**config.mk**
```make
export PLATFORM = sky130hd
export DESIGN_NAME = byte_bus_arbiter
export DESIGN_NICKNAME = d
export VERILOG_FILES = /design/src/rtl/byte_bus_arbiter.sv
export SDC_FILE = /design/constraint.sdc
export NUM_CORES = 1
export LEC_CHECK = 0
export BUFFER_PORTS_ARGS = -buffer_cell sky130_fd_sc_hd__buf_2
export CORE_ASPECT_RATIO = 1.75
export CORE_UTILIZATION = 30
export CTS_BUF_LIST = sky130_fd_sc_hd__clkbuf_8
export CTS_CLUSTER_SIZE = 14
export DETAILED_ROUTE_END_ITERATION = 6
export GPL_TIMING_DRIVEN = 0
export PLACE_DENSITY = 0.49
export SLEW_MARGIN = 15
export SYNTH_ARGS = -nofsm -noshare
export SYNTH_HDL_FRONTEND = slang
export SYNTH_SLANG_ARGS = --single-unit
```
**constraint.sdc**
```tcl
create_clock -name clk -period 8.01 [get_ports clk]
set_input_delay 0.801 -clock clk [delete_from_list [all_inputs] [get_ports clk]]
set_output_delay 0.801 -clock clk [all_outputs]
set_load 0.005 [all_outputs]
```
**src/rtl/byte_bus_arbiter.sv**
```systemverilog
// byte_bus_arbiter
//   Shares the single 8-bit external RAM/IO bus between the instruction-cache
//   refill path (always 4-byte reads) and the load/store buffer (1/2/4-byte
//   loads and stores). Multi-byte transfers are serialised into byte cycles
//   and read bytes are assembled little-endian. The RAM returns read data one
//   cycle after it samples mem_a.
//
// Ports
//   clk, rst          system clock, synchronous active-high reset
//   rdy               global ready; low freezes the block and masks mem_wr
//   rollback          flush: aborts reads in flight, never writes
//   if_req/if_addr    fetch request; if_valid/if_data fetch completion
//   ls_req/ls_wr/ls_addr/ls_size/ls_wdata
//                     LSB request; ls_valid/ls_rdata LSB completion
//   io_buffer_full    UART TX buffer full: holds off IO stores
//   mem_din           RAM read byte
//   mem_dout/mem_a/mem_wr
//                     RAM write byte, address and write enable
module byte_bus_arbiter #(
    parameter int ADDR_WIDTH = 32,
    parameter int IO_SEL_HI  = 17
) (
    input  logic                  clk,
    input  logic                  rst,
    input  logic                  rdy,
    input  logic                  rollback,
    input  logic                  if_req,
    input  logic [ADDR_WIDTH-1:0] if_addr,
    output logic                  if_valid,
    output logic [31:0]           if_data,
    input  logic                  ls_req,
    input  logic                  ls_wr,
    input  logic [ADDR_WIDTH-1:0] ls_addr,
    input  logic [1:0]            ls_size,
    input  logic [31:0]           ls_wdata,
    output logic                  ls_valid,
    output logic [31:0]           ls_rdata,
    input  logic                  io_buffer_full,
    input  logic [7:0]            mem_din,
    output logic [7:0]            mem_dout,
    output logic [ADDR_WIDTH-1:0] mem_a,
    output logic                  mem_wr
);

    typedef enum logic [1:0] {S_IDLE, S_READ, S_WRITE} state_e;

    state_e                state_q, state_d;
    logic [2:0]            cnt_q, cnt_d;        // index of the upcoming edge Ek
    logic [2:0]            len_q, len_d;        // transfer length in bytes
    logic                  is_ls_q, is_ls_d;    // owner: 1 = LSB, 0 = fetch
    logic                  replay_q, replay_d;  // read interrupted by rdy low
    logic [ADDR_WIDTH-1:0] base_q, base_d;
    logic [ADDR_WIDTH-1:0] mem_a_q, mem_a_d;
    logic [31:0]           wdata_q, wdata_d;
    logic [31:0]           buf_q, buf_d;        // partially assembled read word
    logic [31:0]           if_data_q, if_data_d;
    logic [31:0]           ls_rdata_q, ls_rdata_d;
    logic [7:0]            mem_dout_q, mem_dout_d;
    logic                  mem_wr_q, mem_wr_d;
    logic                  if_valid_q, if_valid_d;
    logic                  ls_valid_q, ls_valid_d;

    logic       ls_ok, can_accept, take_ls, take_if, read_done, write_done;
    logic [2:0] ls_len;

    // Acceptance: no accept while a valid pulse is out, which yields the
    // one-cycle gap after every completion.
    always_comb begin
        ls_ok      = ls_req && !(ls_wr && (ls_addr[IO_SEL_HI -: 2] == 2'b11) && io_buffer_full);
        can_accept = (state_q == S_IDLE) && rdy && !rollback && !if_valid_q && !ls_valid_q;
        take_ls    = can_accept && ls_ok;
        take_if    = can_accept && !ls_ok && if_req;
        read_done  = (cnt_q == len_q + 3'd1);
        write_done = (cnt_q == len_q);
        unique case (ls_size)
            2'd0:    ls_len = 3'd1;
            2'd1:    ls_len = 3'd2;
            default: ls_len = 3'd4;
        endcase
    end

    // State register
    always_ff @(posedge clk) begin
        if (rst) state_q <= S_IDLE;
        else     state_q <= state_d;
    end

    // Next state
    always_comb begin
        state_d = state_q;
        unique case (state_q)
            S_IDLE: begin
                if (take_ls)      state_d = ls_wr ? S_WRITE : S_READ;
                else if (take_if) state_d = S_READ;
            end
            S_READ: begin
                if (rollback || (rdy && !replay_q && read_done)) state_d = S_IDLE;
            end
            S_WRITE: begin
                if (rdy && write_done) state_d = S_IDLE;
            end
            default: state_d = S_IDLE;
        endcase
    end

    // Datapath / output next values
    always_comb begin
        cnt_d      = cnt_q;
        len_d      = len_q;
        is_ls_d    = is_ls_q;
        replay_d   = replay_q;
        base_d     = base_q;
        mem_a_d    = mem_a_q;
        wdata_d    = wdata_q;
        buf_d      = buf_q;
        if_data_d  = if_data_q;
        ls_rdata_d = ls_rdata_q;
        mem_dout_d = mem_dout_q;
        mem_wr_d   = mem_wr_q;
        if_valid_d = rdy ? 1'b0 : if_valid_q;
        ls_valid_d = rdy ? 1'b0 : ls_valid_q;

        unique case (state_q)
            S_IDLE: begin
                if (take_ls || take_if) begin
                    is_ls_d  = take_ls;
                    base_d   = take_ls ? ls_addr : if_addr;
                    len_d    = take_ls ? ls_len : 3'd4;
                    wdata_d  = ls_wdata;
                    mem_a_d  = take_ls ? ls_addr : if_addr;
                    mem_wr_d = take_ls && ls_wr;
                    cnt_d    = 3'd1;
                    buf_d    = '0;
                    replay_d = 1'b0;
                    if (take_ls && ls_wr) mem_dout_d = ls_wdata[7:0];
                end
            end
            S_READ: begin
                if (rollback) begin
                    mem_a_d  = '0;
                    buf_d    = '0;
                    cnt_d    = '0;
                    replay_d = 1'b0;
                end else if (!rdy) begin
                    replay_d = 1'b1;
                end else if (replay_q) begin
                    // Restart from E0: earlier bytes may be stale after the pause.
                    mem_a_d  = base_q;
                    buf_d    = '0;
                    cnt_d    = 3'd1;
                    replay_d = 1'b0;
                end else begin
                    if (cnt_q < len_q) mem_a_d = base_q + ADDR_WIDTH'(cnt_q);
                    // Byte i arrives at edge E(i+2).
                    for (int unsigned i = 0; i < 4; i++) begin
                        if ({29'd0, cnt_q} == i + 2) buf_d[8*i +: 8] = mem_din;
                    end
                    if (read_done) begin
                        mem_a_d = '0;
                        cnt_d   = '0;
                        if (is_ls_q) begin
                            ls_valid_d = 1'b1;
                            ls_rdata_d = buf_d;
                        end else begin
                            if_valid_d = 1'b1;
                            if_data_d  = buf_d;
                        end
                    end else begin
                        cnt_d = cnt_q + 3'd1;
                    end
                end
            end
            S_WRITE: begin
                if (rdy) begin
                    if (!write_done) begin
                        mem_a_d    = base_q + ADDR_WIDTH'(cnt_q);
                        mem_dout_d = 8'(wdata_q >> {cnt_q, 3'b000});
                        mem_wr_d   = 1'b1;
                        cnt_d      = cnt_q + 3'd1;
                    end else begin
                        mem_a_d    = '0;
                        mem_wr_d   = 1'b0;
                        cnt_d      = '0;
                        ls_valid_d = 1'b1;
                    end
                end
            end
            default: ;
        endcase
    end

    always_ff @(posedge clk) begin
        if (rst) begin
            cnt_q      <= '0;
            len_q      <= '0;
            is_ls_q    <= 1'b0;
            replay_q   <= 1'b0;
            base_q     <= '0;
            mem_a_q    <= '0;
            wdata_q    <= '0;
            buf_q      <= '0;
            if_data_q  <= '0;
            ls_rdata_q <= '0;
            mem_dout_q <= '0;
            mem_wr_q   <= 1'b0;
            if_valid_q <= 1'b0;
            ls_valid_q <= 1'b0;
        end else begin
            cnt_q      <= cnt_d;
            len_q      <= len_d;
            is_ls_q    <= is_ls_d;
            replay_q   <= replay_d;
            base_q     <= base_d;
            mem_a_q    <= mem_a_d;
            wdata_q    <= wdata_d;
            buf_q      <= buf_d;
            if_data_q  <= if_data_d;
            ls_rdata_q <= ls_rdata_d;
            mem_dout_q <= mem_dout_d;
            mem_wr_q   <= mem_wr_d;
            if_valid_q <= if_valid_d;
            ls_valid_q <= ls_valid_d;
        end
    end

    // Output process
    always_comb begin
        mem_wr   = mem_wr_q && rdy;  // a paused write must not strobe the RAM
        mem_a    = mem_a_q;
        mem_dout = mem_dout_q;
        if_valid = if_valid_q;
        if_data  = if_data_q;
        ls_valid = ls_valid_q;
        ls_rdata = ls_rdata_q;
    end

endmodule

```
==> run metrics <==
outcome=finished clean; HPWL Detailed=28600 um; Top FF cell, synth=dfxtp_1; sequential fraction of the synthesis area=between 40% and 50%; CP dominant cell by count=clkbuf_1; layout cell share with drive strength beyond 1=about 23%; Compound-Gate Fraction of Synth Area=a little under a quarter; Worst setup EP type=flip-flop; die height=242 um; Yosys top cell area share=roughly 43%; f_max=274 MHz; routed len/inst=20.6 um; Mapped Nets=1259; first-pass GRT wire length=56500 um; Leak=0.00500 uW; RSZ-0062 raised after global routing=false; Area growth syn-to-layout=23.2%; grt total ovfl=0; post-synthesis mux area share=9.01%; post-synthesis cell count=between 1000 and 1500; GRT Overall Usage=21.8%; vias in the first global route=9578; Nets=1509; pin count of the biggest net entering global routing=11; die extent in x=139 um; Post-synth EDFFs=0; VDD IR max=0.123 mV; Max Transition Viols Final=0; Layout fillers=3389; crit path max fanout=10; worst min path class=flip-flop to flip-flop; Vias=~9600; Root Buffer=clkbuf_8; fin crit share=45.5%; First DRT Iteration DRCs=around 450; Worst EP required=8.46 ns; Synth Area in Simple Gates=17.4%; Slew @ Worst Pin=between 1 and 1.5 ns; Core ar.=roughly 32000 um2; Slowest cell on crit path=clkbuf_1; full die area=roughly 34000 um2; largest cells by area after synthesis=dfxtp_1, a211oi_1, mux2i_1; detailed-route DRC error count=0; Post-Synth XOR/XNOR Area=0.505%; R2R Path Start=state_q[0]; worst-path cell chain=inv_1 > ha_1 > clkbuf_1 > clkinv_1 > nor2_1 > clkbuf_1 > a32oi_1 > a32o_1; most common cell after layout, fill and taps aside=buf_2; drt first pass iters=5; Seq cells post-synth=213; most frequent cells in the layout=buf_2, dfxtp_1, nor2_1, nand2_1, a211oi_1; latest clock arrival within the worst-skew pair=0.56 ns; minimum clock period=approximately 3.6 ns; htree depth=2; YS warnings=0; area post-placement=11500 um2; R2R Setup Slk=4.36 ns; Max Cap Viol=0; post-layout util=between 30% and 40%; final setup vio count=0; clock slew at reported path FFs=around 0.06 ns; CP Launch Type=flip-flop; CTS tree=done; async set-reset flop share out of synthesis=0%; biggest area consumer among synthesized cells=dfxtp_1; Worst Skew=0.0368 ns; Pwr Density=234 nW/um2; Worst R2R Path Depth=8; Adder-Cell Fraction of Synth Area=2.22%; Initial Utilization=30.7%; # rows=87; post-synth cell types=66; fin area=~12000 um2; via/cell ratio=5.31; HP Start=wdata_q[10]; Worst EP arrival=4.10 ns; IO buf count=between 200 and 250; largest family of logic cells by synthesized area=compound AO/OA/AOI/OAI gates; Fin Setup TNS=0 ns; worst hold endpoint=wdata_q[10]; cell area after synthesis=~10000 um2; crit path kind=flip-flop to flip-flop; initial antenna violation count=4; IO Pins=221; Final Hold Viols=0; GP Congestion=0.893; Routed Antenna Nets=0; postcts setup bufs=0; Critical Path Max Stage Delay=0.65 ns; Resized cells post-CTS=0; final WL=37200 um; hold buffer count at cts=0; Rel. slew slack=between 20% and 30%; hold path depth=2; CTS sink cnt=between 200 and 250; synthesized area per cell=8.79 um2; clk buf depth=3; CTS buffer count=36; reg-to-reg endpoint=mem_a[21]
[synth_stat cells, types with 4 or more instances]
cell and number:
inv_1 20, a211oi_1 107, ha_1 16, a21oi_1 69
o211ai_1 6, a32oi_1 26, o21ai_0 15, and3_1 7
nor2b_1 12, a31oi_1 15, mux2i_1 69, a32o_1 25
nand3_1 29, a21o_1 6, nor2_1 158, buf_2 27
and2_1 6, nand2b_1 4, clkbuf_1 62, nor3_1 10
o2bb2ai_1 5, or3_1 10, dfxtp_1 213, nand2_1 113
buf_1 7, mux4_2 8, nand4_1 20
[critical path, delay by kind of cell (launching register included)]
kind                     cells  cell delay [ns]
adder cells (fa/ha/maj)      1             0.28
buffers and inverters        4             1.95
AND/OR/NAND/NOR              1             0.40
flip-flops                   1             0.38
AO/OA/AOI/OAI                2             0.54
[worst max-delay path by stage]
stage	from	end
after floorplan	cnt_q[0]	mem_a[23]
after global placement	state_q[0]	mem_a[21]
after detailed placement	state_q[0]	mem_a[21]
after CTS	state_q[0]	mem_a[21]
after global routing	state_q[0]	mem_a[21]
final	state_q[0]	mem_a[21]
[through the flow]
step	instances	hold WS, ns	setup WS, ns	total power (uW)
2_1_floorplan	1128	0.431	5.27	1610
3_3_place_gp	1740	0.439	4.41	1870
3_5_place_dp	1740	0.446	4.46	1870
4_1_cts	1804	0.455	4.46	2880
5_1_grt	1805	0.473	4.19	3000
6_report	1806	0.454	4.36	2850
[per-layer routing]
layer	wire [um]	GRT usage, %	vias up
li1	-	-	4646
met1	13500	22.0	4581
met2	20600	43.4	293
met3	1880	3.72	72
met4	1200	8.56	6
met5	39	0	-
[final cells by class]
cell class / instances / area, um2 / share of cell area [%]
clock buffer: 48 / 661 / 5.41
buffer: 101 / 443 / 3.63
inverter: 22 / 82.6 / 0.676
tap: 400 / 500 / 4.10
sequential: 213 / 4260 / 34.9
timing repair buffer: 212 / 1060 / 8.69
antenna: 2 / 5.00 / 0.0410
clock inverter: 16 / 73.8 / 0.605
multi-input combinational: 792 / 5120 / 41.9
[sequential cells by signal (all words and copies together) (netlist names), 8 cells and up, named ones only]
register / cells
ls_rdata: 32
mem_a: 32
if_data: 32
buf_q: 32
wdata_q: 32
mem_dout: 8
base_q: 32
[report_power, final]
| part | leakage (uW) | switching [uW] | total [uW] | internal, uW |
|---|---|---|---|---|
| combinational | 0.00286 | 407 | 641 | 235 |
| sequential | 0.00173 | 63.8 | 1210 | 1140 |
| clock | 0.000412 | 469 | 1000 | 535 |
| total | 0.00500 | 940 | 2850 | 1910 |
[cell families after synthesis]
group	count (synthesis)
and+or+nand+nor	385
AOI/OAI and AO/OA	307
xor gates and xnor gates	4
buffers and inverters	123
DFF	213
adders and majority gates	17
muxes	79
Note: power is estimated with default switching activity, not from simulation.
